==> src/rtl/ram_pkg.sv <==
// ram_pkg: shared types and default sizes for the ram_clr data memory.
//   ram_state_t : clear-sequencer state (ST_CLEAR, ST_READY)
//   RAM_DW      : default data width
//   RAM_DEPTH   : default number of words
//   RAM_AW      : default address width
package ram_pkg;

  typedef enum logic {
    ST_CLEAR = 1'b0,
    ST_READY = 1'b1
  } ram_state_t;

  localparam int RAM_DW    = 16;
  localparam int RAM_DEPTH = 10;
  localparam int RAM_AW    = 6;

endpackage

==> src/rtl/ram_clear_seq.sv <==
// ram_clear_seq: FSM and word counter that walk the array writing zeros after
// reset and whenever a clear is requested.
//   clk      in   rising-edge clock
//   rst_n    in   asynchronous active-low reset (forces ST_CLEAR, cnt=0)
//   clr      in   request a (re)start of the clear sequence
//   busy     out  clear in progress (state == ST_CLEAR)
//   clr_we   out  clear write enable into the array
//   clr_addr out  word currently being cleared
module ram_clear_seq
  import ram_pkg::*;
#(
  parameter int DEPTH = RAM_DEPTH,
  parameter int AW    = RAM_AW
) (
  input  logic          clk,
  input  logic          rst_n,
  input  logic          clr,
  output logic          busy,
  output logic          clr_we,
  output logic [AW-1:0] clr_addr
);

  localparam logic [AW-1:0] LAST = AW'(DEPTH - 1);

  ram_state_t    state_reg, state_next;
  logic [AW-1:0] cnt_reg, cnt_next;

  always_ff @(posedge clk or negedge rst_n) begin
    if (!rst_n) begin
      state_reg <= ST_CLEAR;
      cnt_reg   <= '0;
    end else begin
      state_reg <= state_next;
      cnt_reg   <= cnt_next;
    end
  end

  always_comb begin
    state_next = state_reg;
    cnt_next   = cnt_reg;
    case (state_reg)
      ST_CLEAR: begin
        // A clear request while clearing restarts the walk from word 0.
        if (clr) begin
          cnt_next = '0;
        end else if (cnt_reg == LAST) begin
          state_next = ST_READY;
          cnt_next   = '0;
        end else begin
          cnt_next = cnt_reg + AW'(1);
        end
      end
      ST_READY: begin
        if (clr) begin
          state_next = ST_CLEAR;
          cnt_next   = '0;
        end
      end
      default: begin
        state_next = ST_CLEAR;
        cnt_next   = '0;
      end
    endcase
  end

  assign busy     = (state_reg == ST_CLEAR);
  assign clr_we   = busy;
  assign clr_addr = cnt_reg;

endmodule

==> src/rtl/ram_clr.sv <==
// ram_clr: parametrised single-port data memory with a hardware clear
// sequencer and rejected-write flag.
//   clk   in   rising-edge clock
//   rst_n in   asynchronous active-low reset (array contents are not reset)
//   clr   in   request a full clear sequence
//   we    in   write enable
//   a     in   word address (unsigned, AW bits)
//   di    in   write data
//   dout  out  read data (0 while busy or when a >= DEPTH)
//   busy  out  clear sequence in progress; accesses are ignored
//   err   out  one-cycle pulse: the previous cycle's write was rejected
// Build option: RAM_SYNC_READ_EN registers dout (1-cycle latency, write-first);
// left undefined, the read path is combinational.
module ram_clr
  import ram_pkg::*;
#(
  parameter int DW    = RAM_DW,
  parameter int DEPTH = RAM_DEPTH,
  parameter int AW    = RAM_AW
) (
  input  logic          clk,
  input  logic          rst_n,
  input  logic          clr,
  input  logic          we,
  input  logic [AW-1:0] a,
  input  logic [DW-1:0] di,
  output logic [DW-1:0] dout,
  output logic          busy,
  output logic          err
);

  // Index width actually needed to address DEPTH words.
  localparam int IW = (DEPTH > 1) ? $clog2(DEPTH) : 1;

  logic [DW-1:0] ram [DEPTH];

  logic          clr_we;
  logic [AW-1:0] clr_addr;
  logic          in_range;
  logic          user_wr;
  logic          err_next;
  logic          ram_we;
  logic [IW-1:0] ram_waddr;
  logic [IW-1:0] rd_idx;
  logic [DW-1:0] ram_wdata;
  logic          err_reg;
  logic          unused_bits;

  ram_clear_seq #(
    .DEPTH (DEPTH),
    .AW    (AW)
  ) u_clear_seq (
    .clk      (clk),
    .rst_n    (rst_n),
    .clr      (clr),
    .busy     (busy),
    .clr_we   (clr_we),
    .clr_addr (clr_addr)
  );

  // Extra bit so DEPTH == 2**AW still compares correctly.
  assign in_range = ({1'b0, a} < (AW + 1)'(DEPTH));

  // A user write lands only in READY, without a competing clear, in range.
  assign user_wr  = we & ~busy & ~clr & in_range;
  assign err_next = we & (busy | clr | ~in_range);

  // Clear port has priority; while it is active user writes are blocked anyway.
  assign ram_we    = clr_we | user_wr;
  assign ram_waddr = clr_we ? clr_addr[IW-1:0] : a[IW-1:0];
  assign ram_wdata = clr_we ? '0 : di;
  assign rd_idx    = a[IW-1:0];

  // Upper address bits beyond IW are only needed for the range check.
  assign unused_bits = ^{clr_addr, a};

  always_ff @(posedge clk) begin
    if (ram_we) begin
      ram[ram_waddr] <= ram_wdata;
    end
  end

  always_ff @(posedge clk or negedge rst_n) begin
    if (!rst_n) begin
      err_reg <= 1'b0;
    end else begin
      err_reg <= err_next;
    end
  end

  assign err = err_reg;

`ifdef RAM_SYNC_READ_EN
  logic [DW-1:0] dout_reg;

  always_ff @(posedge clk or negedge rst_n) begin
    if (!rst_n) begin
      dout_reg <= '0;
    end else if (busy || !in_range) begin
      dout_reg <= '0;
    end else if (user_wr) begin
      // Write-first: a same-cycle write to the read address returns new data.
      dout_reg <= di;
    end else begin
      dout_reg <= ram[rd_idx];
    end
  end

  assign dout = dout_reg;
`else
  assign dout = (!busy && in_range) ? ram[rd_idx] : '0;
`endif

endmodule

==> config.mk <==
export PLATFORM = sky130hd
export DESIGN_NAME = ram_clr
export DESIGN_NICKNAME = d
export VERILOG_FILES = /design/src/rtl/ram_pkg.sv /design/src/rtl/ram_clear_seq.sv /design/src/rtl/ram_clr.sv
export SDC_FILE = /design/constraint.sdc
export NUM_CORES = 1
export LEC_CHECK = 0
export BUFFER_PORTS_ARGS = -buffer_cell sky130_fd_sc_hd__buf_2
export CAP_MARGIN = 20
export CORE_AREA = 5 5 118 120
export CTS_CLUSTER_SIZE = 25
export DETAILED_ROUTE_END_ITERATION = 12
export DIE_AREA = 0 0 123 125
export PLACE_DENSITY = 0.73
export SYNTH_ARGS = -nofsm -noshare
export SYNTH_HDL_FRONTEND = slang
export SYNTH_SLANG_ARGS = --single-unit
==> constraint.sdc <==
create_clock -name clk -period 5.94 [get_ports clk]
set_clock_uncertainty 0.1 [all_clocks]
set_input_delay 0.594 -clock clk [delete_from_list [all_inputs] [get_ports clk]]
set_output_delay 0.594 -clock clk [all_outputs]
set_load 0.01 [all_outputs]
== After elaboration in Yosys (flattened, before gate mapping) ==
Memory sizes are Yosys's and may differ from the RTL's.
Cells that the tools add are included.
Storage, ports and cells
  bits of input ports: 26
  logic and storage cells: 32
  bits in registers: 8
  RAM bits: 160
  output and inout port bits: 18
  memories kept: 1
Memories
  ram: depth 10, width 16, rd ports 1, clocked after memory_dff 0, wr ports 1, line ram_clr.sv:35  | logic [DW-1:0] ram [DEPTH];
Cells by class
  bitwise logic cells: 10
  reduce and logical (&&, ||, !) cells: 1
  order comparisons: 1
  muxes and demuxes: 13
  equal/unequal tests: 2
  $add $sub $neg: 1
Operator list (count)
  16-bit 2-to-1 mux: 2
  6-bit 2-to-1 mux: 3
  6-bit case mux with 2 select lines: 1
  6-bit by 1-bit adder with 6-bit output, second input constant: 1
  6-bit by 4-bit == test with 1-bit output, second input constant: 1
  6-bit by 4-bit less-than comparator with 1-bit output, second input constant: 1
  1-bit 2-to-1 mux: 5
  1-bit bitwise AND: 4
  4-bit 2-to-1 mux: 1
  1-bit NOT: 3
  1-bit OR: 3
  2-bit != test, second input constant: 1
  1-bit case mux with 2 select lines: 1
  1-bit logical AND: 1

== Longest topological paths before layout ==
  depth after elaboration: 6
  mapped depth: 7
  depth with buffers taken out: 5

== Cells and area by module ==
Synthesis repeated with hierarchy kept, for this count alone.
Second synthesis, totals
  cells, all modules: 381
  area, all modules: 6984.2 um2
By module, submodules not included
  ram_clr: times used 1, cells each 341, area an instance 6596.3 um2, sequential area each 4829.6 um2
  ram_clear_seq: times used 1, cells each 40, area an instance 387.9 um2, sequential area each 175.2 um2

== Worst setup path before layout ==
OpenSTA, ideal clock, no wires.
  kind: input port to flip-flop
  start: in a[0]
  end: mem ram[8][0] (netlist bit) (enable)
  data arrival time: 2059 ps
  slack: 3392 ps
  library setup time: 388 ps
  stages on the path: 7
  data required time: 5452 ps
  path buffers: 4
  cell sequence: buf_6 -> buf_8 -> buf_8 -> buf_8 -> nor2_1 -> a21oi_1 -> nor2_1
Between the ends
  longest elaborated chain between the ends: 5
  elaborated cells on any way between the ends: 6
  classes of those cells: order compare (1); mux (3); bitwise (2)
Ends and longest elaborated chain
  from (decl): line ram_clr.sv:25  | input logic [AW-1:0] a,
  6-bit by 4-bit less-than comparator with 1-bit output: line ram_clr.sv:62  | assign in_range = ({1'b0, a} < (AW + 1)'(DEPTH));
  1-bit bitwise AND: line ram_clr.sv:65  | assign user_wr = we & ~busy & ~clr & in_range;
  1-bit OR: line ram_clr.sv:69  | assign ram_we = clr_we | user_wr;
  1-bit 2-to-1 mux: line ram_clr.sv:78  | if (ram_we) begin
  1-bit 2-to-1 mux (not written as such): line ram_clr.sv:79  | ram[ram_waddr] <= ram_wdata;
  to (decl): line ram_clr.sv:35
Parallel ways exist; a longest one is shown, timed or not.

== Final worst setup path ==
  start: in a[0]
  end: out dout[14]
Between the ends
  longest elaborated chain between the ends: 3
  elaborated cells on any way between the ends: 4
  classes of those cells: order compare (1); mux (1); reduce/logical (1); memory (1)
Ends and longest elaborated chain
  6-bit by 4-bit less-than comparator with 1-bit output: line ram_clr.sv:62
  1-bit logical AND: line ram_clr.sv:111  | assign dout = (!busy && in_range) ? ram[rd_idx] : '0;
  16-bit 2-to-1 mux *: line ram_clr.sv:111
  to (decl): line ram_clr.sv:27  | output logic [DW-1:0] dout,
Every way passes the cells marked *; elsewhere a longest branch is shown, timed or not.

==> flow_metrics.env <==
export IMPL_status="complete, no violations"
export IMPL_synth_distinct_cells=42
export IMPL_synth_nets=431
export IMPL_worst_slew_pin_slew_ns=0.970
export IMPL_routedWlPerCell_microns=20.9
export IMPL_largest_reg_flops=160
export IMPL_largest_register="ram"
export IMPL_hp_class="input port to register"
export IMPL_reg2reg_to="ram[2][4]$_DFFE_PP_"
export IMPL_avgSynthCellArea_sq_um=17.1
export IMPL_max_stage_delay_ns=0.64
export IMPL_wl_microns=13400
export IMPL_vdd_drop_max_mv=0.256
export IMPL_cts_tree="done"
export IMPL_cp_common_cell="buf_4"
export IMPL_n_antenna_cell=0
export IMPL_clkTransAtPathRegs_ns=0.07
export IMPL_hold_depth=2
export IMPL_grt_pass1_vias=3763
export IMPL_ys_async_sr_fraction_pct=4.76
export IMPL_r2r_setup_slack_ns=3.18
export IMPL_rows=42
export IMPL_min_period_ns=3.55
export IMPL_synth_seq_area_share_pct=72.6
export IMPL_setup_viol=0
export IMPL_grt_setup_unrepaired="no"
export IMPL_hpwl_microns=7980
export IMPL_fin_nets=480
export IMPL_die_h_microns=125
export IMPL_dr_first_iter_drc_count=385
export IMPL_start_util_pct=53.6
export IMPL_worst_ep_required_time_ns=5.25
export IMPL_max_cap_violations=0
export IMPL_worstHoldStart="we"
export IMPL_n_fill_cell=920
export IMPL_die_area_sq_mm=0.0154
export IMPL_min_period_over_period_pct=59.7
export IMPL_critPathKind="input port to output pin"
export IMPL_post_cts_setup_buffer_count=0
export IMPL_vias=3671
export IMPL_ant_nets=0
export IMPL_power_frac_clock_pct=42.3
export IMPL_power_leakage_nw=2.78
export IMPL_p_sw_mw=0.556
export IMPL_cts_repair_resized=0
export IMPL_pin_count=44
export IMPL_grt_busiest_layer="met2"
export IMPL_synth_seq_cells=168
export IMPL_drc=0
export IMPL_finalPower_mw=2.57
export IMPL_hold_violations=0
export IMPL_placed_cells=607
export IMPL_core_sq_mm=0.0129
export IMPL_end_kind="output pin"
export IMPL_r2r_start="u_clear_seq.state_reg$_DFF_PN0_"
export IMPL_grtUsageMet3_pct=5.96
export IMPL_hold_ws_ns=0.300
export IMPL_die_w_microns=123
export IMPL_cts_buffers=17
export IMPL_grtUsageMet2_pct=28.4
export IMPL_grt_pass1_wl_microns=21100
export IMPL_cp_max_fo=36
export IMPL_stdcell_count=641
export IMPL_htreeDepth=4
export IMPL_syn_area_sq_mm=0.00690
export IMPL_r2r_cells=6
export IMPL_drive_above_1_share_pct=22.6
export IMPL_clockBufferDepth=2
export IMPL_fmax_mhz=282
export IMPL_netlist_instances=403
export IMPL_startpoint_type="input port"
export IMPL_synth_edf_count=160
export IMPL_dr_pass1_iters=5
export IMPL_synth_ff_type="edfxtp_1"
export IMPL_cp_cell_sequence="buf_4 -> buf_4 -> mux4_1 -> nor2b_1 -> or3_1 -> a21oi_1 -> buf_2"
export IMPL_drv_slew=0
export IMPL_netSwitchingFraction_pct=21.7
export IMPL_grt_ovfl_total=0
export IMPL_crit_arrival_ns=2.85
export IMPL_p_seq_share_pct=52.3
export IMPL_fin_setup_tns_ns=0
export IMPL_critPathSlowestCell="mux4_1"
export IMPL_vias_per_cell=5.73
export IMPL_p_comb_share_pct=5.4
export IMPL_p_per_area_mw_per_mm2=328
export IMPL_portBuffers=43
export IMPL_area_growth_pct=13.5
export IMPL_grt_start_max_net_pins=37
export IMPL_holdBufCountCts=1
export IMPL_cts_root_buffer="clkbuf_16"
export IMPL_track_usage_pct=18.8
export IMPL_slew_headroom_pct=35.1
export IMPL_antenna_found_initial=0
export IMPL_clk_insertion_delay_late_ns=0.42
export IMPL_cts_sinks=168
export IMPL_p_int_mw=2.01
export IMPL_place_congestion=0.794
export IMPL_yosys_warnings=0
export IMPL_whs_endpoint="err$_DFF_PN0_"
export IMPL_use_met1_pct=25.8
stage by stage:
stage / setup slack, ns / utilization, % / cell area [sq um]
finish: 2.39 / 60.8 / 7830
global route: 2.23 / 60.8 / 7830
CTS: 1.72 / 60.6 / 7800
detailed placement: 2.21 / 55.9 / 7200
global placement: 2.23 / 55.9 / 7200
floorplan: 3.39 / - / 6900
worst max-delay path, delay by kind of cell:
kind / cells / cell delay [ns]
buffers and inverters: 3 / 1.25
muxes: 1 / 0.64
and+or+nand+nor: 2 / 0.23
AOI/OAI and AO/OA: 1 / 0.07
logic make-up after synthesis:
group | count (synthesis) | share of synthesized area (%)
XOR/XNOR | 3 | 0.381
AND/OR/NAND/NOR | 85 | 6.26
buffers and inverters | 32 | 3.54
adder cells (fa/ha/maj) | 2 | 0.363
multiplexers | 66 | 12.4
AO/OA/AOI/OAI | 47 | 4.48
flip-flops | 168 | 72.6
worst max-delay path by stage:
| stage | start | endpoint | slack (ns) | cells after the start |
|---|---|---|---|---|
| final | a[0] | dout[14] | 2.39 | 7 |
| after global routing | a[0] | dout[14] | 2.23 | 7 |
| after CTS | u_clear_seq.state_reg$_DFF_PN0_ | dout[2] | 1.72 | 3 |
| after detailed placement | u_clear_seq.state_reg$_DFF_PN0_ | dout[2] | 2.21 | 3 |
| after global placement | u_clear_seq.state_reg$_DFF_PN0_ | dout[2] | 2.23 | 3 |
| after floorplan | a[0] | ram[8][0]$_DFFE_PP_ | 3.39 | 7 |
cell type report:
| type | count | area, sq um | area share (%) |
|---|---|---|---|
| Clock buffer | 17 | 425 | 5.43 |
| Clock inverter | 15 | 169 | 2.16 |
| Inverter | 6 | 22.5 | 0.288 |
| Multi-Input combinational cell | 203 | 1650 | 21.1 |
| Sequential cell | 168 | 5000 | 63.9 |
| Tap cell | 176 | 220 | 2.81 |
| Timing Repair Buffer | 56 | 338 | 4.32 |
Yosys cell counts (all sizes together), types with 2 or more instances:
master  count  area [sq um]
nand3       2          10.0
nor4b       2          17.5
a22oi       2          15.0
mux2        3          33.8
and2       16           100
ha          2          25.0
nand2b      3          18.8
o21ai       5          25.0
a211oi     15           113
nor3b       3          22.5
or2         2          12.5
edfxtp    160          4800
dfrtp       8           200
nor3        4          20.0
clkbuf      9          33.8
mux4       15           342
buf        17           188
mux2i      48           480
nor4        8          50.1
a31oi       3          18.8
a21oi       4          20.0
o22ai      16           100
xnor2       2          17.5
nor2       37           139
nand2       4          15.0
inv         5          18.8
metal layers:
metal  part of all wire [%]  vias up  routed length (microns)
li1                       -     1674                        -
met1                     43     1847                     5800
met2                     48      128                     6470
met3                    6.3       22                      845
met4                    1.9        0                      259
met5                      0        -                        0
placed cells by master, fill, tap and decap left out, types with 3 or more instances in the layout:
| master | count |
|---|---|
| nor2_1 | 37 |
| clkinv_4 | 5 |
| buf_4 | 12 |
| mux2_2 | 3 |
| nor3b_1 | 3 |
| nand2b_1 | 3 |
| a21oi_1 | 4 |
| buf_2 | 42 |
| dfrtp_1 | 8 |
| nor3_1 | 4 |
| o21ai_0 | 4 |
| inv_6 | 4 |
| a211oi_1 | 15 |
| nor4_1 | 8 |
| nand2_1 | 4 |
| inv_1 | 5 |
| o22ai_1 | 16 |
| clkinvlp_4 | 4 |
| mux2i_1 | 48 |
| a31oi_1 | 3 |
| and2_1 | 16 |
| clkbuf_16 | 17 |
| mux4_2 | 14 |
| edfxtp_1 | 160 |
power by group through the flow:
stage	clock network [mW]	registers, mW	logic (mW)
final	1.09	1.34	0.139
after CTS	1.10	1.34	0.141
after detailed placement	0	1.37	0.140
after global routing	1.15	1.35	0.152
after global placement	0	1.37	0.137
after floorplan	0	1.36	0.104
Note: power is estimated with default switching activity, not from simulation.
